===== config.mk =====
export PLATFORM = sky130hd
export DESIGN_NAME = skid_flopr
export DESIGN_NICKNAME = d
export VERILOG_FILES = /design/src/rtl/skid_pkg.sv /design/src/rtl/flopenr.sv /design/src/rtl/skid_flopr.sv
export SDC_FILE = /design/constraint.sdc
export NUM_CORES = 1
export LEC_CHECK = 0
export ABC_AREA = 1
export BUFFER_PORTS_ARGS = -buffer_cell sky130_fd_sc_hd__buf_2
export CORE_MARGIN = 8
export CORE_UTILIZATION = 42
export CTS_BUF_LIST = sky130_fd_sc_hd__clkbuf_2 sky130_fd_sc_hd__clkbuf_4 sky130_fd_sc_hd__clkbuf_8
export DETAILED_ROUTE_END_ITERATION = 8
export MAX_ROUTING_LAYER = met4
export SKIP_LAST_GASP = 1
export SYNTH_ARGS = -nofsm -noshare
export SYNTH_HDL_FRONTEND = slang
export SYNTH_SLANG_ARGS = --single-unit

===== constraint.sdc =====
create_clock -name clk -period 2.4 [get_ports clk]
set_input_delay 0.12 -clock clk [delete_from_list [all_inputs] [get_ports clk]]
set_output_delay 0.12 -clock clk [all_outputs]
set_load 0.02 [all_outputs]

===== src/rtl/skid_pkg.sv =====
// rtl/skid_pkg.sv - shared types and defaults for the skid_flopr pipeline stage
//
// Purpose: holds the skid buffer state encoding and the default payload width
// used by skid_flopr and its enable-flop sub-module.
package skid_pkg;

  localparam int DEFAULT_WIDTH = 32;

  typedef enum logic [1:0] {
    EMPTY = 2'd0,  // main and skid both invalid
    MAIN  = 2'd1,  // main valid, skid invalid
    SKID  = 2'd2   // both valid, upstream blocked
  } skid_state_t;

endpackage


===== src/rtl/flopenr.sv =====
// rtl/flopenr.sv - resettable enable flop with synchronous clear
//
// Purpose: WIDTH-bit register that loads d when en is high, is forced to
// RESET_VAL by a synchronous clr (clr wins over en) and by an asynchronous
// active-high reset.
// Ports:
//   clk    in   rising-edge clock
//   reset  in   asynchronous active-high reset to RESET_VAL
//   clr    in   synchronous clear to RESET_VAL
//   en     in   load enable
//   d      in   WIDTH-bit data to load
//   q      out  WIDTH-bit registered value
module flopenr
  import skid_pkg::*;
#(
  parameter int               WIDTH     = DEFAULT_WIDTH,
  parameter logic [WIDTH-1:0] RESET_VAL = '0
) (
  input  logic             clk,
  input  logic             reset,
  input  logic             clr,
  input  logic             en,
  input  logic [WIDTH-1:0] d,
  output logic [WIDTH-1:0] q
);

  logic [WIDTH-1:0] q_q;
  logic [WIDTH-1:0] q_d;

  always_comb begin
    q_d = q_q;
    if (clr) begin
      q_d = RESET_VAL;
    end else if (en) begin
      q_d = d;
    end
  end

  always_ff @(posedge clk or posedge reset) begin
    if (reset) begin
      q_q <= RESET_VAL;
    end else begin
      q_q <= q_d;
    end
  end

  assign q = q_q;

endmodule


===== src/rtl/skid_flopr.sv =====
// rtl/skid_flopr.sv - valid/ready pipeline register with one-entry skid buffer and flush
//
// Purpose: WIDTH-bit pipeline stage between RISC-V pipeline stages. A main
// register feeds the output; a skid register catches the one beat that arrives
// while the output is stalled, so in_ready can come straight from a flop and
// the stage still runs at one transfer per cycle.
// Optional feature: define SKID_FLOPR_PERF_EN to add the CNT_WIDTH parameter
// and the saturating perf_stall_cnt output.
// Ports:
//   clk             in   rising-edge clock
//   reset           in   asynchronous active-high reset
//   flush           in   synchronous clear of all held entries
//   in_valid        in   upstream has data
//   in_ready        out  stage can accept data (registered)
//   in_data         in   upstream payload
//   out_valid       out  stage holds data (registered)
//   out_ready       in   downstream accepts
//   out_data        out  downstream payload (registered)
//   perf_stall_cnt  out  cycles with out_valid && !out_ready (SKID_FLOPR_PERF_EN only)
module skid_flopr
  import skid_pkg::*;
#(
  parameter int               WIDTH     = DEFAULT_WIDTH,
  parameter logic [WIDTH-1:0] RESET_VAL = '0
`ifdef SKID_FLOPR_PERF_EN
  ,
  parameter int               CNT_WIDTH = 16
`endif
) (
  input  logic                 clk,
  input  logic                 reset,
  input  logic                 flush,
  input  logic                 in_valid,
  output logic                 in_ready,
  input  logic [WIDTH-1:0]     in_data,
  output logic                 out_valid,
  input  logic                 out_ready,
  output logic [WIDTH-1:0]     out_data
`ifdef SKID_FLOPR_PERF_EN
  ,
  output logic [CNT_WIDTH-1:0] perf_stall_cnt
`endif
);

  skid_state_t      state_q, state_d;
  logic             in_ready_q, in_ready_d;
  logic             out_valid_q, out_valid_d;
  logic             up_xfer, dn_xfer;
  logic             main_en, skid_en;
  logic [WIDTH-1:0] main_d;
  logic [WIDTH-1:0] skid_data;

  assign up_xfer = in_valid && in_ready_q;
  assign dn_xfer = out_valid_q && out_ready;

  // State register. Handshake outputs are flopped alongside the state so that
  // neither in_ready nor out_valid has a combinational path from any input.
  always_ff @(posedge clk or posedge reset) begin
    if (reset) begin
      state_q     <= EMPTY;
      in_ready_q  <= 1'b1;
      out_valid_q <= 1'b0;
    end else begin
      state_q     <= state_d;
      in_ready_q  <= in_ready_d;
      out_valid_q <= out_valid_d;
    end
  end

  // Next state. Flush overrides any handshake in the same cycle.
  always_comb begin
    state_d = state_q;
    if (flush) begin
      state_d = EMPTY;
    end else begin
      case (state_q)
        EMPTY: if (up_xfer) state_d = MAIN;
        MAIN: begin
          if (up_xfer && !dn_xfer) begin
            state_d = SKID;
          end else if (!up_xfer && dn_xfer) begin
            state_d = EMPTY;
          end
        end
        SKID:    if (dn_xfer) state_d = MAIN;
        default: state_d = EMPTY;
      endcase
    end
    in_ready_d  = (state_d != SKID);
    out_valid_d = (state_d != EMPTY);
  end

  // Register load controls. Flush is applied through the flops' sync clear,
  // which takes priority over these enables.
  always_comb begin
    main_en = 1'b0;
    skid_en = 1'b0;
    main_d  = in_data;
    case (state_q)
      EMPTY: main_en = up_xfer;
      MAIN: begin
        main_en = up_xfer && dn_xfer;
        skid_en = up_xfer && !dn_xfer;
      end
      SKID: begin
        // Draining the skid entry promotes it to main; upstream is blocked.
        main_en = dn_xfer;
        main_d  = skid_data;
      end
      default: ;
    endcase
  end

  flopenr #(
    .WIDTH    (WIDTH),
    .RESET_VAL(RESET_VAL)
  ) u_main (
    .clk  (clk),
    .reset(reset),
    .clr  (flush),
    .en   (main_en),
    .d    (main_d),
    .q    (out_data)
  );

  flopenr #(
    .WIDTH    (WIDTH),
    .RESET_VAL(RESET_VAL)
  ) u_skid (
    .clk  (clk),
    .reset(reset),
    .clr  (flush),
    .en   (skid_en),
    .d    (in_data),
    .q    (skid_data)
  );

  assign in_ready  = in_ready_q;
  assign out_valid = out_valid_q;

`ifdef SKID_FLOPR_PERF_EN
  logic [CNT_WIDTH-1:0] stall_cnt_q, stall_cnt_d;

  // Saturating stall counter; only reset clears it, flush leaves it alone.
  always_comb begin
    stall_cnt_d = stall_cnt_q;
    if (out_valid_q && !out_ready && (stall_cnt_q != '1)) begin
      stall_cnt_d = stall_cnt_q + 1'b1;
    end
  end

  always_ff @(posedge clk or posedge reset) begin
    if (reset) begin
      stall_cnt_q <= '0;
    end else begin
      stall_cnt_q <= stall_cnt_d;
    end
  end

  assign perf_stall_cnt = stall_cnt_q;
`endif

endmodule


* Word-level counts from Yosys, hierarchy flattened
Index checks and enable logic that the tools add are counted.
Storage, ports and cells: register bits after elaboration 68, input bits 37, word-level logic and storage cells 32
Operators by class: muxes and demuxes 13, equal/unequal tests 3, reduce and logical (&&, ||, !) cells 11
Operator list (count):
- 32-bit 2-to-1 mux | 5
- 2-bit 2-to-1 mux | 5
- 2-bit one-hot mux with 3 select lines | 1
- 2-bit nonzero test | 3
- 1-bit logical AND | 5
- 1-bit one-hot mux with 3 select lines | 1
- 2-bit by 1-bit equality test with 1-bit output, second input constant | 1
- 2-bit equality test, second input constant | 1
- 1-bit logical NOT | 2
- 2-bit logical NOT | 1
- 2-bit != test, second input constant | 1
- 1-bit 2-to-1 mux | 1

* Logic depth before layout (Yosys ltp)
depth in word-level cells 8, depth in mapped cells 8

* Hierarchy
Synthesis repeated with hierarchy kept, for this count alone.
Second synthesis, totals: cell total of the unflattened synthesis 419, area total of the unflattened synthesis 3321.9 µm²
By module, submodules not included:
- flopenr | cells each 141, area each 1323.8 µm², times used 2
- skid_flopr | cells each 137, area each 674.4 µm², times used 1

* Worst setup path before layout
OpenSTA, ideal clock, no wires.
path kind register to register, start point register in_ready_q (netlist: in_ready), end point register u_main.q_q[2] (netlist: u_main.q[2]), path buffers 1, period minus slack after synthesis 1348 ps, required time 2334 ps, path slack 1052 ps, arrival time 1282 ps, cell stages (with the launch flop) 8, library setup time 66 ps, cell sequence dfstp_2 > nand2_1 > nor2_1 > nand2_1 > nand2_1 > buf_4 > nand3_1 > nand2_1
Between the ends: longest elaborated chain between the ends 4
Ends and longest elaborated chain:
- from (decl) | RTL line skid_flopr.sv:46 | logic in_ready_q, in_ready_d;
- from (signal assigned) | RTL line skid_flopr.sv:65 | in_ready_q <= in_ready_d;
- 1-bit logical AND (*) | RTL line skid_flopr.sv:53 | assign up_xfer = in_valid && in_ready_q;
- 1-bit logical AND | RTL line skid_flopr.sv:102 | main_en = up_xfer && dn_xfer;
- 1-bit one-hot mux with 3 select lines (*) | RTL line skid_flopr.sv:99 | case (state_q)
- 2-bit nonzero test (no line) (*)
- to (signal assigned) | RTL line flopenr.sv:43 | q_q <= q_d;
- to (decl) | RTL line flopenr.sv:27 | logic [WIDTH-1:0] q_q;
Every way passes the cells marked *; elsewhere a longest branch is shown, timed or not. A chain may end at the register's enable or synchronous reset.

* Final worst setup path
start point register in_ready_q (netlist: in_ready), end point register u_main.q_q[18] (netlist: u_main.q[18])
The elaborated chain is that of the path after synthesis.

==> results.ini <==
[run_status]
outcome=completed

[routing]
drc=0
routed_wirelength_um=8480
vias_per_cell=4.82
ant_nets=0
routedWlPerCell_um=14.1
vias=2903
drt_iter0_markers=127
dr.pass1.iters=4

[clocking]
cts_sinks=68
clock_tree.buffer_depth=2
tritoncts=built
clk_latency_ns=0.34
cts_buffers=9
post-cts-setup-buffers=0
cts-root-buf=clkbuf_8
clk_pin_slew_ns=0.08
h-tree-depth=3

[synthesis]
synth-edff-count=0
yosysWarnings=0
yosys-top-cells-count=nand2_1, dfrtp_1, nand3_1
synth_top_cell_by_area=dfrtp_1
synthCells=413
syn_nets=450
ys.flop_type=dfrtp_1
syn_area_mm2=0.00318
syn_area_per_cell_um2=7.69
synth_most_common_cell=nand2_1
async_reset_ff_frac=1.00
netlist_top_cells_area=dfrtp_1, nand2_1, nand3_1
synth_seq_area_share=0.536
synth_seq_cells=68
synthDistinctLibCells=19
synth_top_area_frac=0.528

[pwr]
total_leakage_power_nw=2.37
ir_drop_uv=326
internal_power_mw=1.93
p_per_area_mw_per_mm2=695
p_clk_frac=0.335
p_sw_uw=855
comb_power_share=0.201
seqPwrFrac=0.464
p_sw_frac=0.308

[timing]
fin_crit_sh=0.739
fin_crit_ns=1.77
setup_viol=0
hold_violations=0
skew_ns=0.0120
slew_violations=0
fin_setup_tns_ns=0
relSlewSlack=0.392
worst_pin_slew_ns=0.909
rsz0062_at_grt=no
fmax_mhz=564

[finish]
syn2layout_area_growth_pct=26.0
instances_no_fill=602
final-seq-area_mm2=0.00170
num-fill-cells=722
final_nets=535
drive_gt1_frac=0.203
utilization=0.549
num_antenna_cells=0
multi_input_area_mm2=0.00129

[global_routing]
antenna_found_initial=0
grt_pass1_wl_um=14500
grt_pass1_vias=3086
grt_max_degree=67
overflow=0
track_usage=0.179

[placed_design]
port_buffers=70
place_hpwl_um=5250
gp_congestion=0.880
dp.cells=563

[worst_setup_path]
critPathKind=flop to flop
critPathMaxFanout=20
cp-end-kind=flop
cp.arrival_ns=2.01
critPathLaunchType=flop
worstPathRequired_ns=2.63

[floorplanning]
core.rowCount=31
die_h_um=103
coreArea_mm2=0.00729
die_w_um=103
start_util=0.435
io_pins=71
dieArea_mm2=0.0106

[flow_run]
drv_cap=0

[worst_hold_path]
hp-class=input pin to flop

## layout make-up
cell class	instances	area share
clock buffer	11	0.0347
clock inverter	5	0.0131
timing repair buffer	99	0.166
inverter	8	0.00751
tap	99	0.0310
sequential	68	0.426
multi-input combinational	312	0.322
## flip-flops by register name (all words and copies together), names as in the netlist
signal	cells
in_ready	1
out_valid	1
state_q	2
u_main.q	32
u_skid.q	32
## layout by cell type, fill, tap and decap left out, types with 2 or more instances in the layout
master	count
nand4_1	2
inv_1	3
buf_12	3
clkbuf_4	2
buf_4	3
dlygate4sd3_1	23
dfrtp_1	67
nor2_1	2
clkinv_2	3
inv_2	5
nand2_1	237
buf_2	70
clkbuf_8	9
nand3_1	65
## worst max-delay path: stages (launching register included)
cell	delay (ns)
dfstp_2	0.53
nand2_1	0.10
nand2_1	0.08
nand3_1	0.45
buf_12	0.36
nand3_1	0.08
nand2_1	0.06
## power by group through the flow
stage	logic, mW	registers, mW	clock network (mW)
detailed placement	0.536	1.31	0
global placement	0.532	1.31	0
finish	0.558	1.29	0.932
floorplan	0.275	1.38	0
global route	0.623	1.30	0.996
CTS	0.567	1.29	0.958
## repair_timing
item | in CTS | in global routing
resized for setup | 0 | 0
hold buffers | 23 | 0
endpoints found under the hold margin | 50 | 0
## path summary, 6_finish.rpt
path	from	endpoint	slack, ns	cells past startpoint
max in group asynchronous	reset	in_ready$_DFF_PP1_	1.26	4
min in group asynchronous	reset	u_main.q[23]$_DFFE_PP0P_	0.43	3
max reg2reg	in_ready$_DFF_PP1_	u_main.q[18]$_DFFE_PP0P_	0.63	6
max	in_ready$_DFF_PP1_	u_main.q[18]$_DFFE_PP0P_	0.63	6
min	in_data[11]	u_skid.q[11]$_DFFE_PP0P_	0.009	3
min reg2reg	u_skid.q[16]$_DFFE_PP0P_	u_skid.q[16]$_DFFE_PP0P_	0.47	2
## metrics by stage
stage	power (mW)	instance area [um2]	hold slack, ns	setup WS [ns]
3_3_place_gp	1.84	3580	0.245	0.676
5_1_grt	2.92	4000	0.0134	0.483
3_5_place_dp	1.85	3580	0.248	0.630
2_1_floorplan	1.66	3180	0.237	0.570
4_1_cts	2.82	4000	0.00376	0.628
6_report	2.78	4000	0.00879	0.626
## layer usage
layer | vias to the layer above | track usage | wire [um]
met5 | - | - | 0
met4 | 0 | 0.0768 | 125
met3 | 11 | 0.0297 | 485
met2 | 76 | 0.293 | 4100
met1 | 1359 | 0.212 | 3770
li1 | 1457 | - | -
## cells by family (layout without fill, tap and decap cells)
kind of cell           count (synthesis)  in the layout  share of synthesized area
and+or+nand+nor                      309            309                      0.398
AOI/OAI and AO/OA                      3              3                    0.00591
DFF                                   68             68                      0.536
buffers and inverters                 33            123                     0.0603
Note: power is estimated with default switching activity, not from simulation.
